**src/rtl/ysyx_22041071_wb_arb_pkg.sv**
```systemverilog
// ---------------------------------------------------------------------------
// ysyx_22041071_wb_arb_pkg
// Shared definitions for the write-back arbiter: bus widths, the arbiter
// FSM encoding, the long-unit result entry layout, and a register one-hot
// helper used to build the pending-destination mask.
// ---------------------------------------------------------------------------
package ysyx_22041071_wb_arb_pkg;

   // Bus widths shared with the rest of the core
   localparam int ADDR_W   = 64;
   localparam int INS_W    = 32;
   localparam int DATA_W   = 64;
   localparam int REG_AW   = 5;
   localparam int NUM_REGS = 32;

   typedef enum logic [1:0] {
      ST_IDLE  = 2'd0,   // buffer empty
      ST_PEND  = 2'd1,   // buffer holds results, pipe has priority
      ST_FORCE = 2'd2    // one-cycle forced grant to the buffer head
   } arb_state_t;

   typedef struct packed {
      logic [REG_AW-1:0] rdest;
      logic [DATA_W-1:0] data;
   } lu_entry_t;

   function automatic logic [NUM_REGS-1:0] reg_onehot(input logic [REG_AW-1:0] r);
      return NUM_REGS'(1) << r;
   endfunction

endpackage

```
**src/rtl/ysyx_22041071_wb_fifo.sv**
```systemverilog
// ---------------------------------------------------------------------------
// ysyx_22041071_wb_fifo
// FIFO of long-unit results waiting for the register-file write port.
// Pointers carry one extra wrap bit so full/empty are told apart without a
// separate counter.  Storage is a small register array so that every slot
// can be inspected each cycle to build the pending-destination mask.
//
// Ports:
//   clk, reset    clock, synchronous active-low reset (clears pointers)
//   push          write push_entry at the tail (ignored when full)
//   pop           drop the head entry (ignored when empty)
//   head          current head entry (combinational read)
//   full, empty   occupancy flags
//   count         number of stored entries
//   pending       bit n set while any stored entry targets xn
// ---------------------------------------------------------------------------
module ysyx_22041071_wb_fifo
   import ysyx_22041071_wb_arb_pkg::*;
#(
   parameter int DEPTH = 2
) (
   input  logic                     clk,
   input  logic                     reset,
   input  logic                     push,
   input  lu_entry_t                push_entry,
   input  logic                     pop,
   output lu_entry_t                head,
   output logic                     full,
   output logic                     empty,
   output logic [$clog2(DEPTH):0]   count,
   output logic [NUM_REGS-1:0]      pending
);

   localparam int AW = $clog2(DEPTH);

   lu_entry_t               mem [DEPTH];
   logic [AW:0]             wr_ptr_reg;
   logic [AW:0]             rd_ptr_reg;
   logic [NUM_REGS-1:0]     slot_mask [DEPTH];

   assign empty = (wr_ptr_reg == rd_ptr_reg);
   assign full  = (wr_ptr_reg[AW] != rd_ptr_reg[AW]) &&
                  (wr_ptr_reg[AW-1:0] == rd_ptr_reg[AW-1:0]);
   assign count = wr_ptr_reg - rd_ptr_reg;
   assign head  = mem[rd_ptr_reg[AW-1:0]];

   always_ff @(posedge clk) begin
      if (!reset) begin
         wr_ptr_reg <= '0;
         rd_ptr_reg <= '0;
      end else begin
         if (push && !full)
            wr_ptr_reg <= wr_ptr_reg + 1'b1;
         if (pop && !empty)
            rd_ptr_reg <= rd_ptr_reg + 1'b1;
      end
   end

   // Contents need no reset: a slot only counts once it lies inside the
   // live window between the pointers.
   always_ff @(posedge clk) begin
      if (push && !full)
         mem[wr_ptr_reg[AW-1:0]] <= push_entry;
   end

   // A slot is live when its distance from the head is below the occupancy.
   generate
      for (genvar gi = 0; gi < DEPTH; gi++) begin : g_slot
         logic [AW-1:0] slot_off;
         logic          slot_live;
         assign slot_off      = AW'(gi) - rd_ptr_reg[AW-1:0];
         assign slot_live     = ({1'b0, slot_off} < count);
         assign slot_mask[gi] = slot_live ? reg_onehot(mem[gi].rdest) : '0;
      end
   endgenerate

   always_comb begin
      pending = '0;
      for (int i = 0; i < DEPTH; i++)
         pending = pending | slot_mask[i];
   end

endmodule

```
**src/rtl/ysyx_22041071_wb_arb.sv**
```systemverilog
// ---------------------------------------------------------------------------
// ysyx_22041071_wb_arb
// Register-file write-back arbiter.  Shares one write port between the main
// pipe and results returning from the long-latency (mul/div) unit.  Long-unit
// results are queued; the pipe normally wins the port, but after
// STARVE_MAX consecutive losses by a non-empty queue the pipe is stalled for
// one cycle and the queue head is written.
//
// Ports:
//   clk, reset                    clock, synchronous active-low reset
//   pipe_valid/ready              pipe handshake
//   pipe_w_en/rdest/data/pc/ins   pipe write request and commit info
//   lu_valid/ready, lu_rdest/data long-unit result handshake
//   rf_w_en/waddr/wdata           registered register-file write port
//   commit_valid/pc/ins           registered commit report (pipe only)
//   lu_pending                    destinations of queued long-unit results
// ---------------------------------------------------------------------------
module ysyx_22041071_wb_arb
   import ysyx_22041071_wb_arb_pkg::*;
#(
   parameter int LU_DEPTH   = 2,
   parameter int STARVE_MAX = 4
) (
   input  logic                clk,
   input  logic                reset,
   // pipe side
   input  logic                pipe_valid,
   output logic                pipe_ready,
   input  logic                pipe_w_en,
   input  logic [REG_AW-1:0]   pipe_rdest,
   input  logic [DATA_W-1:0]   pipe_data,
   input  logic [ADDR_W-1:0]   pipe_pc,
   input  logic [INS_W-1:0]    pipe_ins,
   // long unit side
   input  logic                lu_valid,
   output logic                lu_ready,
   input  logic [REG_AW-1:0]   lu_rdest,
   input  logic [DATA_W-1:0]   lu_data,
   // register file write port
   output logic                rf_w_en,
   output logic [REG_AW-1:0]   rf_waddr,
   output logic [DATA_W-1:0]   rf_wdata,
   // commit
   output logic                commit_valid,
   output logic [ADDR_W-1:0]   commit_pc,
   output logic [INS_W-1:0]    commit_ins,
   output logic [NUM_REGS-1:0] lu_pending
);

   localparam int CNT_W = $clog2(LU_DEPTH) + 1;
   localparam int SW    = $clog2(STARVE_MAX + 1);

   arb_state_t        state_reg, state_next;
   logic [SW-1:0]     starve_reg, starve_next;

   lu_entry_t         lu_in;
   lu_entry_t         fifo_head;
   logic              fifo_full;
   logic              fifo_empty;
   logic [CNT_W-1:0]  fifo_count;

   logic              pipe_xfer;
   logic              pipe_win;
   logic              lu_accept;
   logic              lu_push;
   logic              buf_grant;
   logic              last_entry;

   assign lu_in.rdest = lu_rdest;
   assign lu_in.data  = lu_data;

   // Ready depends only on state and reset, never on lu_valid.
   assign lu_ready   = reset && !fifo_full;
   assign pipe_xfer  = pipe_valid && pipe_ready;
   assign pipe_win   = pipe_xfer && pipe_w_en && (pipe_rdest != '0);
   assign lu_accept  = lu_valid && lu_ready;
   // x0 results are acknowledged but never queued.
   assign lu_push    = lu_accept && (lu_rdest != '0);
   // The head wins whenever the pipe does not claim the port; in FORCE the
   // pipe is stalled, so this also covers the forced grant.
   assign buf_grant  = reset && !pipe_win && !fifo_empty;
   assign last_entry = (fifo_count == CNT_W'(1));

   ysyx_22041071_wb_fifo #(
      .DEPTH (LU_DEPTH)
   ) u_fifo (
      .clk        (clk),
      .reset      (reset),
      .push       (lu_push),
      .push_entry (lu_in),
      .pop        (buf_grant),
      .head       (fifo_head),
      .full       (fifo_full),
      .empty      (fifo_empty),
      .count      (fifo_count),
      .pending    (lu_pending)
   );

   always_ff @(posedge clk) begin
      if (!reset) begin
         state_reg  <= ST_IDLE;
         starve_reg <= '0;
      end else begin
         state_reg  <= state_next;
         starve_reg <= starve_next;
      end
   end

   always_comb begin
      state_next = state_reg;
      pipe_ready = reset;
      case (state_reg)
         ST_IDLE: begin
            if (lu_push)
               state_next = ST_PEND;
         end
         ST_PEND: begin
            if (buf_grant && last_entry && !lu_push)
               state_next = ST_IDLE;
            else if (pipe_win && (starve_reg == SW'(STARVE_MAX - 1)))
               state_next = ST_FORCE;
         end
         ST_FORCE: begin
            pipe_ready = 1'b0;
            state_next = (last_entry && !lu_push) ? ST_IDLE : ST_PEND;
         end
         default: state_next = ST_IDLE;
      endcase
   end

   // Counts consecutive cycles in which a waiting result lost to the pipe.
   always_comb begin
      starve_next = starve_reg;
      if (fifo_empty || buf_grant)
         starve_next = '0;
      else if (pipe_win && (starve_reg != SW'(STARVE_MAX)))
         starve_next = starve_reg + 1'b1;
   end

   always_ff @(posedge clk) begin
      if (!reset) begin
         rf_w_en  <= 1'b0;
         rf_waddr <= '0;
         rf_wdata <= '0;
      end else if (pipe_win) begin
         rf_w_en  <= 1'b1;
         rf_waddr <= pipe_rdest;
         rf_wdata <= pipe_data;
      end else if (buf_grant) begin
         rf_w_en  <= 1'b1;
         rf_waddr <= fifo_head.rdest;
         rf_wdata <= fifo_head.data;
      end else begin
         rf_w_en  <= 1'b0;
      end
   end

   always_ff @(posedge clk) begin
      if (!reset) begin
         commit_valid <= 1'b0;
         commit_pc    <= '0;
         commit_ins   <= '0;
      end else begin
         commit_valid <= pipe_xfer;
         if (pipe_xfer) begin
            commit_pc  <= pipe_pc;
            commit_ins <= pipe_ins;
         end
      end
   end

endmodule

```
**config.mk**
```make
export PLATFORM = sky130hd
export DESIGN_NAME = ysyx_22041071_wb_arb
export DESIGN_NICKNAME = d
export VERILOG_FILES = /design/src/rtl/ysyx_22041071_wb_arb_pkg.sv /design/src/rtl/ysyx_22041071_wb_fifo.sv /design/src/rtl/ysyx_22041071_wb_arb.sv
export SDC_FILE = /design/constraint.sdc
export NUM_CORES = 1
export LEC_CHECK = 0
export ABC_AREA = 1
export BUFFER_PORTS_ARGS = -buffer_cell sky130_fd_sc_hd__buf_4
export CAP_MARGIN = 20
export CELL_PAD_IN_SITES_DETAIL_PLACEMENT = 1
export CELL_PAD_IN_SITES_GLOBAL_PLACEMENT = 2
export CORE_UTILIZATION = 29
export DETAILED_ROUTE_END_ITERATION = 12
export GPL_TIMING_DRIVEN = 0
export MAX_ROUTING_LAYER = met4
export PLACE_DENSITY = 0.78
export SYNTH_ARGS = -nofsm -noshare
export SYNTH_HDL_FRONTEND = slang
export SYNTH_HIERARCHICAL = 1
export SYNTH_SLANG_ARGS = --single-unit
```
**constraint.sdc**
```tcl
create_clock -name clk -period 6.7 [get_ports clk]
set_input_delay 0.67 -clock clk [delete_from_list [all_inputs] [get_ports clk]]
set_output_delay 0.67 -clock clk [all_outputs]
set_load 0.01 [all_outputs]
```
==> run summary <==
The power share of the sequential group was 45.8%; the count of cells along the worst register-to-register path was 13. The cell count after synthesis came out at 1409. The number of detailed-routing iterations run before antenna repair is 5. The all-layer global routing usage was 21.2%. CTS built an H-tree with a depth of 2.

Net switching is 25.4% of the power. For this run, design rule violations remaining after detail routing come to 0. The clock input transition at the sequential cells of the worst setup and hold paths works out to 0.06 ns. VDD sags by at most 0.000146 V.

The cell area that synthesis handed to floorplanning was 13000 um^2. For this block, the routed nets add up to 47.5 mm of wire. Compared with the post-synthesis result, the final layout area differs by 40.7%. The CTS root buffer is clkbuf_16. The detailed placement HPWL is 36.0 mm, and the synthesis warning total is 6. The TritonCTS sink count is 315, and the number of flip-flops under the largest register name is 138.

The worst hold path begins at lu_data[55]. Setup violations remaining at the end of the flow were counted as 0. The number of distinct library cell variants in the gate-level netlist after synthesis is 28, and the pin count of the biggest net entering global routing is 54. The clock passes through at most 3 buffers.

The cell type of the slowest stage on the worst timing path was nor2_4. The critical path goes through inv_1 > ha_1 > nand2_1 > inv_1 > inv_1 > nand2_1 > nor2_1 > nand2_1 > inv_1 > nand2_1 > nor2_4 > buf_16 > buf_12. In this run the remaining antenna-violating nets after routing total 0.

By area the synthesized netlist is led by edfxtp_1 (32%), dfxtp_1 (27%), nand2_1 (11%). Via count of the first global-routing pass: 12100. The tools report the post-CTS setup repair buffer count as 0. The detailed-route vias per instance came out at 4.61.

The post-synthesis net count was 1654. Static timing analysis puts the maximum clock frequency at 0.304 GHz. The min-delay analysis places its worst path in the category primary input to flip-flop. The worst path in the final design needs a cycle of 3.29 ns, including I/O delays and setup.

Summed over all layers, the global routing overflow is 0. The die is 214 um wide. The run finished with clean final reports. The core occupancy in the finished layout was 41.3%; the vertical extent of the die was 214 um.

Cell internal power was estimated by the tool at 3.55 mW. The count of cells along the worst hold path was 1; the reported net switching power was 1.21 mW. Number of maximum-capacitance violations: 0. The total count of max-transition violations in the final report was 0. Final hold analysis gives a worst-case slack of 0.304 ns. The I/O pin total is 440, and the longest individual stage delay on the worst path is 0.69 ns. Counting the fill cells in the layout gives 5156. For this configuration, the core starts out at a cell density of 29.4%. The number of gates resized after CTS was 0. The tools report the final-report hold violation count as 0. The die covers 45600 um^2. The worst slew margin relative to its limit was 39.6%; the number of buffers created by CTS was 37. The endpoint identified for the worst register-to-register timing path is u_fifo/mem[0][40]. STA classifies the critical path endpoint as a flip-flop. The post-route clock period utilization works out to 49.0%. The global-route wire length before repair was 71.0 mm. Setup repair after global routing left no endpoint under its margin.

The share of cells above drive strength 1 came out at 32.0%. The logs give 77 for the number of cell rows and 59.2% for the sequential element share of the synthesized area. Along the worst path, the maximum fanout reaches 27.

Data on the critical path arrives at its endpoint at 3.52 ns. Dividing the detail-routed wire length by the instance count gives 18.9 um. The run gives 44200 um^2 as the standard cell core area. edfxtp_1 takes more of the synthesized area than any other cell. The congestion estimate from routability-driven global placement came to 0.818. STA classifies the critical path startpoint as a flip-flop.

The run gives 6.94 ns as the required time at the endpoint of the critical path. The average footprint of a synthesized cell was 9.22 um^2. TritonCTS built the clock tree. Per report_power, the combinational group accounts for 13.3% of the total. The analysis attributes to cell leakage a power of 8.20 nW. The end point of the worst hold path was u_fifo/mem[1][55]. The port buffer count is 439.

The run gives 0.55 ns as the clock network latency to the later pin of the worst-skew pair. Hold repair after CTS inserted 0 buffers. The tools report the clock share of power as 40.9%. Setup slack on the worst reg-to-reg path comes out at 3.41 ns.

The worst setup path is of the flip-flop to flip-flop kind. In this run, the number of DRC markers left after iteration 0 of detailed routing was 393. Of the post-synthesis cell area, the dominant cell type holds 31.9%. The initial antenna violation count is 3, and the transition time at the pin with the least slew margin is 0.906 ns. For this run, the post-layout net count is 2135.

The detailed router placed 11600 vias in this run. Clock skew on the completed layout was measured at 0.0235 ns. In this run the critical register-to-register path is launched from u_fifo/wr_ptr_reg[0]. After synthesis the netlist holds a flip-flop and latch count of 315.

In this run the power density over the cells is 260 nW/um^2.
## cells by family after synthesis
logic type | after synthesis | synth area share, %
simple gates | 651 | 21.2
flops | 315 | 59.2
compound gates | 190 | 7.36
buf+inv | 182 | 6.00
mux | 64 | 5.55
fa+ha+maj | 6 | 0.578
xor+xnor | 1 | 0.0675
## stage by stage
step | worst slack, ns | instance area, um^2 | instances | setup TNS (ns) | total power [mW]
finish | 3.41 | 18300 | 2514 | 0 | 4.75
global route | 3.10 | 18300 | 2514 | 0 | 4.95
CTS | 3.31 | 18300 | 2511 | 0 | 4.83
detailed placement | 3.31 | 17100 | 2443 | 0 | 2.86
global placement | -0.595 | 17000 | 2440 | -40.37 | 2.84
floorplan | 1.98 | 13000 | 1409 | 0 | 2.48
## layout make-up
class | instances | area, um^2 | share of cell area, %
flip-flops and latches | 315 | 7690 | 42.1
well taps | 592 | 741 | 4.05
multi-input cells | 912 | 4530 | 24.8
diodes | 3 | 7.51 | 0.0411
plain buffers | 94 | 447 | 2.44
clock inverters | 9 | 100 | 0.548
inverters | 88 | 335 | 1.83
repair buffers | 442 | 3370 | 18.4
clock buffers | 59 | 1060 | 5.80
## cells in the final DEF, fill, tap and decap left out, types with 3 or more instances in the layout
cell type,Yosys,final
nor3_1,10,10
nand4_1,29,29
buf_2,30,30
inv_2,5,5
nand3_2,4,4
mux2_2,64,64
nor2_1,95,94
nand2_1,372,372
a21oi_1,74,74
o21ai_0,20,20
buf_1,14,14
clkbuf_1,39,57
clkinv_1,4,7
clkbuf_16,0,38
inv_1,78,77
diode_2,0,3
nand3_1,132,132
nand2_2,4,4
nor2_2,3,3
ha_1,6,6
buf_6,4,4
o21ai_1,94,94
buf_4,7,446
clkbuf_8,0,3
dfxtp_1,177,177
edfxtp_1,138,138
## power by group through the flow
stage          sequential (mW)  clock (mW)  combinational, mW
2_1_floorplan             2.25           0              0.236
5_1_grt                   2.19        2.07              0.694
3_5_place_dp              2.22           0              0.642
6_report                  2.18        1.95              0.631
3_3_place_gp              2.22           0              0.624
4_1_cts                   2.18        2.01              0.644
## cells in the mapped netlist
library cell,number
clkinv_1,4
dfxtp_1,177
nand3_2,4
buf_1,14
clkbuf_1,39
nand3_1,132
nand2_1,372
a21oi_1,74
mux2_2,64
nand4_1,29
buf_4,7
inv_4,1
xor2_1,1
buf_6,4
nor2_1,95
ha_1,6
o211ai_1,2
buf_2,30
nand3_4,1
inv_1,78
nor3_1,10
nor2_2,3
nand2_2,4
nor2_4,1
inv_2,5
o21ai_0,20
o21ai_1,94
edfxtp_1,138
## worst max-delay path, delay by kind of cell, from the launching register on
kind          cells  cell delay [ns]
buf+inv           6             0.79
flops             1             0.45
simple gates      6             1.35
fa+ha+maj         1             0.33
## metal layers
layer  up-vias  track usage (%)  share of wire (%)
li1       5683                -                  -
met1      5575             25.1                 42
met2       279             35.5                 50
met3        62             5.92                6.5
met4         0             5.42                1.9
met5         -                -                  0
## worst max-delay path by stage
stage,from,to,slack (ns),cells after the start
finish,u_fifo/wr_ptr_reg[0],u_fifo/mem[0][40],3.41,13
global route,u_fifo/wr_ptr_reg[0],u_fifo/mem[0][40],3.10,13
CTS,u_fifo/wr_ptr_reg[0],u_fifo/mem[0][38],3.31,13
detailed placement,u_fifo/wr_ptr_reg[0],u_fifo/mem[0][38],3.31,13
global placement,reset,u_fifo/mem[0][46],-0.60,8
floorplan,u_fifo/wr_ptr_reg[0],u_fifo/mem[0][0],1.98,11
Note: power is estimated with default switching activity, not from simulation.
